$ cat src/rtl/tff_array.sv
// Bank of WIDTH edge-triggered toggle flip-flops with toggle, parallel-load and up/down-count modes.
// One-cycle latency from sampled inputs to Q/Tc/Chg; there is no backpressure, En=0 simply freezes state.
module tff_array #(
  parameter int unsigned          WIDTH   = 4,
  parameter logic [WIDTH-1:0]     RST_VAL = '0
) (
  input  logic             clk,
  input  logic             rst,
  input  logic             En,
  input  logic [1:0]       Mode,
  input  logic [WIDTH-1:0] T,
  input  logic [WIDTH-1:0] D,
  output logic [WIDTH-1:0] Q,
  output logic [WIDTH-1:0] Qn,
  output logic             Tc,
  output logic             Chg
);

  localparam logic [1:0] MODE_TOGGLE = 2'b00;
  localparam logic [1:0] MODE_LOAD   = 2'b01;
  localparam logic [1:0] MODE_UP     = 2'b10;
  localparam logic [1:0] MODE_DOWN   = 2'b11;

  logic [WIDTH-1:0] tgl_up;
  logic [WIDTH-1:0] tgl_dn;
  logic [WIDTH-1:0] tgl;
  logic [WIDTH-1:0] q_next;
  logic             run_up;
  logic             run_dn;
  logic             tc_next;

  // T-chain: bit i toggles once every lower bit is all-ones (up) or all-zeros (down).
  // After the loop the running terms equal "Q is all ones" / "Q is all zeros", i.e. the wrap condition.
  always_comb begin
    run_up = 1'b1;
    run_dn = 1'b1;
    tgl_up = '0;
    tgl_dn = '0;
    for (int i = 0; i < WIDTH; i++) begin
      tgl_up[i] = run_up;
      tgl_dn[i] = run_dn;
      run_up    = run_up & Q[i];
      run_dn    = run_dn & ~Q[i];
    end
  end

  // Every mode is expressed as a toggle vector so Chg falls out as "any bit toggles".
  always_comb begin
    tgl     = '0;
    tc_next = 1'b0;
    case (Mode)
      MODE_TOGGLE: tgl = T;
      MODE_LOAD:   tgl = Q ^ D;
      MODE_UP: begin
        tgl     = tgl_up;
        tc_next = run_up;
      end
      MODE_DOWN: begin
        tgl     = tgl_dn;
        tc_next = run_dn;
      end
      default: tgl = '0;
    endcase
    q_next = Q ^ tgl;
  end

  always_ff @(posedge clk) begin
    if (rst) begin
      Q   <= RST_VAL;
      Tc  <= 1'b0;
      Chg <= 1'b0;
    end else if (!En) begin
      Tc  <= 1'b0;
      Chg <= 1'b0;
    end else begin
      Q   <= q_next;
      Tc  <= tc_next;
      Chg <= |tgl;
    end
  end

  assign Qn = ~Q;

endmodule

$ cat config.mk
export PLATFORM = sky130hd
export DESIGN_NAME = tff_array
export DESIGN_NICKNAME = d
export VERILOG_FILES = /design/src/rtl/tff_array.sv
export SDC_FILE = /design/constraint.sdc
export NUM_CORES = 1
export LEC_CHECK = 0
export ABC_AREA = 1
export CAP_MARGIN = 20
export CORE_UTILIZATION = 30
export DETAILED_ROUTE_END_ITERATION = 6
export RECOVER_POWER = 100
export SLEW_MARGIN = 25
export SYNTH_ARGS = -nofsm -noshare
export SYNTH_HDL_FRONTEND = slang
export SYNTH_SLANG_ARGS = --single-unit
$ cat constraint.sdc
create_clock -name clk -period 1.5 [get_ports clk]
set_input_delay 0.3 -clock clk [delete_from_list [all_inputs] [get_ports clk]]
set_output_delay 0.3 -clock clk [all_outputs]
set_load 0.03 [all_outputs]
**Word level (Yosys, flattened, before mapping)**

Index checks and enable logic that the tools add are counted.

- Bits in registers: 6
- Word-level logic and storage cells: 25
- Output and inout port bits: 10
- Input port bits: 13

- Muxes and demuxes: 2
- Eq/ne operators: 3
- Bitwise gates (word level): 14
- Reduce and logical (&&, ||, !) cells: 3

Operators with widths:

| operator | count |
|---|---|
| $pmux W4 S4 | 1 |
| $xor A4 B4 Y4 | 2 |
| $and A1 B1 Y1 | 6 |
| $not A1 Y1 | 5 |
| $eq A2 B2 Y1 const B | 2 |
| $not A4 Y4 | 1 |
| $reduce_or A4 Y1 | 1 |
| $eq A2 B1 Y1 const B | 1 |
| $logic_not A2 Y1 | 1 |
| $pmux W1 S2 | 1 |
| $reduce_or A2 Y1 | 1 |

**Logic depth before layout (Yosys ltp)**

Gate-level depths: netlist (run 1).

- Depth after elaboration: 5
- Depth in mapped cells: 9

**Least setup slack after synthesis (run 1)**

Ideal clock, no wire load.

- Kind: flip-flop to flip-flop
- Start point: register Q[2]
- End point: register Chg
- Path slack: 0.091 ns
- Data arrival time: 1.301 ns
- Stages on the path, launching flop included: 8
- Path buffers: 0
- Setup time: 0.109 ns
- Required time: 1.391 ns
- Period minus slack after synthesis: 1.409 ns
- Path through: dfxtp_1 inv_1 nand3_1 nand4_2 nor2_1 nand2_1 nand2_1 inv_1

- Cells in the longest elaborated chain, start to end: 4
- Elaborated cells between the ends (all ways): 6
- Those cells by class: mux: 1; bitwise: 4; reduce/logical: 1

Ends and longest elaborated chain:

| what | line | source |
|---|---|---|
| start: declaration | 13 | `output logic [WIDTH-1:0] Q,` |
| start signal: assignment | 76 | `Q <= q_next;` |
| $not A1 Y1 | 43 | `run_dn = run_dn & ~Q[i];` |
| $and A1 B1 Y1 | 43 |  |
| $pmux W4 S4 (*) | 51 | `case (Mode)` |
| $reduce_or A4 Y1 (*) | 78 | `Chg <= \|tgl;` |
| end signal: assignment | 78 |  |
| end: declaration | 16 | `output logic Chg` |

Every way passes the cells marked *; elsewhere a longest branch is shown, timed or not.
A chain may end at the register's enable or synchronous reset.

**Worst setup path in the final report (run 1)**

- Start point: register Q[3]
- End point: output Qn[3]

- Cells in the longest elaborated chain, start to end: 1

Ends and longest elaborated chain:

| what | line | source |
|---|---|---|
| $not A4 Y4 | 82 | `assign Qn = ~Q;` |
| end: declaration | 14 | `output logic [WIDTH-1:0] Qn,` |

No other way between the ends.

==> impl_summary.txt, run 1 <==
----------------------------------------------------
[Status]
  Outcome ... complete, no violations

[Final layout]
  Net count of the finished layout ... 123
  Share of cells above drive strength 1 ... 12.04%
  Commonest cells after routing, fill and taps aside ... sky130_fd_sc_hd__nand2_1, sky130_fd_sc_hd__nor2_1, sky130_fd_sc_hd__inv_1, sky130_fd_sc_hd__clkdlybuf4s50_1
  Filler Cells Inserted ... 145
  Count of inserted antenna diode cells ... 0
  Post-layout util ... around 55%
  Commonest non-fill, non-tap cell in the layout ... sky130_fd_sc_hd__nand2_1
  Signed area change from the synthesized netlist to the final layout ... 67.34%

[GRT]
  Overflow after GRT ... 0
  Number of antenna violations at the first check in global routing ... 0
  Pin count of the biggest net entering global routing ... 9
  Total GRT Usage ... 17.57%
  Vias in the first global route ... 440
  Global-route wire length before repair ... 1800 µm

[Synth]
  Largest area contributor in the synthesized netlist ... sky130_fd_sc_hd__dfxtp_1
  Share of Yosys cell area claimed by the top area cell type ... 27.75%
  Synth Area per Inst ... 5.622 µm²
  Post-synthesis net count ... 90
  Number of distinct library cells after synthesis ... 15
  Flip-flop and latch count after synthesis ... 6
  Share of the yosys chip area belonging to registers ... 27.75%
  Syn Inst Count ... 77
  Ys Warns ... 0
  Synth area leaders ... sky130_fd_sc_hd__dfxtp_1, sky130_fd_sc_hd__nand2_1, sky130_fd_sc_hd__nor2_1
  Netlist Area Pre-Place ... about 430 µm²

[Power]
  Leakage Power ... 0.0003710 µW
  Power density over cell area ... slightly below 800 nW/µm²
  Worst supply voltage drop on vdd ... roughly 550 µV
  Total power of the final layout ... 567.6 µW

[Placement]
  Detailed-placement wirelength estimate ... slightly above 900 µm
  Count of buffers inserted at the top-level ports ... 22
  Gp weighted congestion ... a little over 0.8

[Min path]
  Endpoint of the worst hold-timing path ... Tc
  Origin of the worst min-delay path ... Mode[1]
  Worst hold stages ... 4
  Worst min-delay path category ... in -> reg

[Clock tree]
  CTS Buf Count ... 3
  Clock tree from TritonCTS ... done
  Hold buffers post-CTS ... 0
  Root buf cell ... sky130_fd_sc_hd__clkbuf_4
  CTS clk-pin slew, worst paths ... 0.05 ns
  Number of H-tree branching levels ... 1
  Worst-skew pair later-pin latency ... 0.25 ns
  Number of buffers between clock root and the deepest sink ... 2
  Total clock sinks ... 6

[Flow run]
  Max cap viols ... 0

[Floorplan]
  Full die area ... 1599 µm²
  Core region area ... 1318 µm²
  Number of cell rows ... 13
  Boundary pin count ... 23
  Height of the chip ... around 40 µm
  Die W ... ~40 µm
  Initial Util ... between 30% and 40%

[Route]
  Avg Vias per Cell ... 4.545
  Count of nets left with antenna violations after detail routing ... 0
  Total number of vias ... 559
  Number of DRC violations after detailed-routing iteration 0 ... 18
  Post-route DRC violation count ... 0
  First-pass DRT Iterations ... 4
  Routed Wire Length ... 1172 µm
  Wire length per cell ... 9.528 µm

[STA]
  # setup viols final ... 0
  Number of hold-slack violations in the final timing report ... 0
  Peak clock frequency supported by timing ... between 0.6 and 0.7 GHz
  Pin slew with the least headroom to its limit ... 0.3040 ns
  Slew margin rel. ... 79.81%
  Final clock period utilization by the worst path ... 95.82%
  Count of final max-slew check failures ... 0
  Post-Route Setup TNS ... 0 ns
  Post-route minimum period ... 1.437 ns
  RSZ-0062 raised after global routing ... false
  Clk_skew ... around 0.0069 ns

[Worst setup path]
  CP arrival ... 1.14 ns
  Register-to-Register Path Depth ... 8
  Critical path endpoint category ... output port
  Reg-to-reg critical path endpoint ... Chg
  Reg-to-reg slack, setup ... 0.23 ns
  Critical path launch point type ... flop
  Launching point of the worst reg2reg path ... Q[1]
  Worst setup path category ... reg -> out
  Required time reported for the critical path endpoint ... approximately 1.2 ns
  Maximum net fanout on the critical path ... 6

----------------------------------------------------
-- per-stage QoR --
step	hold WS, ns	setup slack, ns	instances	cell area, µm²
after floorplan	0.4408	0.09056	77	432.9
after global placement	0.5567	-0.1158	120	720.7
after detailed placement	0.5479	-0.1302	120	720.7
after CTS	0.5548	0.06673	123	730.7
after global routing	0.5524	0.0001279	123	724.4
final	0.5309	0.06266	123	724.4
-- sequential cells by signal, summed over array words and instances, names as in the netlist --
register / flops
Tc: 1
Q: 4
Chg: 1
-- layout make-up --
cell class / instances / area (µm²) / area share [%]
Timing Repair Buffer: 29 / 262.8 / 36.27
Multi-Input combinational cell: 59 / 259.0 / 35.75
Sequential cell: 6 / 120.1 / 16.58
Inverter: 11 / 41.29 / 5.699
Clock buffer: 3 / 22.52 / 3.109
Tap cell: 15 / 18.77 / 2.591
-- Yosys cell counts --
master and number:
sky130_fd_sc_hd__nand2_1 23, sky130_fd_sc_hd__nor2_1 13, sky130_fd_sc_hd__inv_1 9, sky130_fd_sc_hd__nand3_1 9, sky130_fd_sc_hd__a21oi_1 6, sky130_fd_sc_hd__dfxtp_1 6
sky130_fd_sc_hd__inv_2 2, sky130_fd_sc_hd__o21ai_0 2, sky130_fd_sc_hd__clkbuf_1 1, sky130_fd_sc_hd__nand2_2 1, sky130_fd_sc_hd__nand3_2 1, sky130_fd_sc_hd__nand4_2 1
sky130_fd_sc_hd__nor2_2 1, sky130_fd_sc_hd__or2_0 1, sky130_fd_sc_hd__or2_1 1
-- power by group --
part | leakage [µW] | total, µW | switching, µW | internal (µW)
logic | 0.000308 | 223 | 126 | 97.0
clock network | 0.0000138 | 161 | 70.1 | 91.3
registers | 0.0000495 | 183 | 11.1 | 172
-- kinds of logic after synthesis --
group,Yosys count,synth area share (%)
and+or+nand+nor,51,52.60
buffers and inverters,12,10.40
AOI/OAI and AO/OA,8,9.249
DFF,6,27.75
-- how the worst max path moves through the flow --
stage	from	to	cells past startpoint
2_1_floorplan	Q[2]	Chg	7
3_3_place_gp	Mode[1]	Chg	9
3_5_place_dp	Mode[0]	Q[0]	9
4_1_cts	Q[3]	Qn[3]	2
5_1_grt	Mode[0]	Q[2]	8
6_report	Q[3]	Qn[3]	2
-- routing by layer --
| layer | GRT usage [%] | wire length [µm] | vias to the layer above |
|---|---|---|---|
| met1 | 22.22 | 565 | 231 |
| met2 | 27.02 | 503 | 20 |
| li1 | - | - | 303 |
| met5 | 0 | 0 | - |
| met4 | 12.93 | 34 | 0 |
| met3 | 2.222 | 68 | 5 |
-- worst max-delay path: stages (launching register included) --
cell	delay, ns
sky130_fd_sc_hd__dfxtp_1	0.42
sky130_fd_sc_hd__inv_1	0.10
sky130_fd_sc_hd__dlygate4sd2_1	0.36
-- timing repair --
| action | 4_1_cts | 5_1_grt |
|---|---|---|
| pin swaps | 0 | 2 |
| setup endpoints to repair | 10 | 1 |
| gates cloned | 0 | 0 |
| gates resized for setup | 10 | 2 |
| buffers inserted | 0 | 0 |
(Power assumes the default switching activity.)
==> inputs of run 2 (changes only) <==
--- a/config.mk
+++ b/config.mk
@@ -8,6 +8,7 @@
 export ABC_AREA = 1
 export CAP_MARGIN = 20
 export CORE_UTILIZATION = 30
+export CTS_CLUSTER_DIAMETER = 80
 export DETAILED_ROUTE_END_ITERATION = 6
 export RECOVER_POWER = 100
 export SLEW_MARGIN = 25
==> results of run 2 <==
Final layout, timing and power as in run 1 (identical DEF).
==> inputs of run 3 (changes only) <==
--- a/config.mk
+++ b/config.mk
@@ -8,7 +8,7 @@
 export ABC_AREA = 1
 export CAP_MARGIN = 20
 export CORE_UTILIZATION = 30
-export CTS_CLUSTER_DIAMETER = 80
+export CTS_CLUSTER_DIAMETER = 40
 export DETAILED_ROUTE_END_ITERATION = 6
 export RECOVER_POWER = 100
 export SLEW_MARGIN = 25
==> results of run 3 <==
Final layout, timing and power as in run 1 (identical DEF).
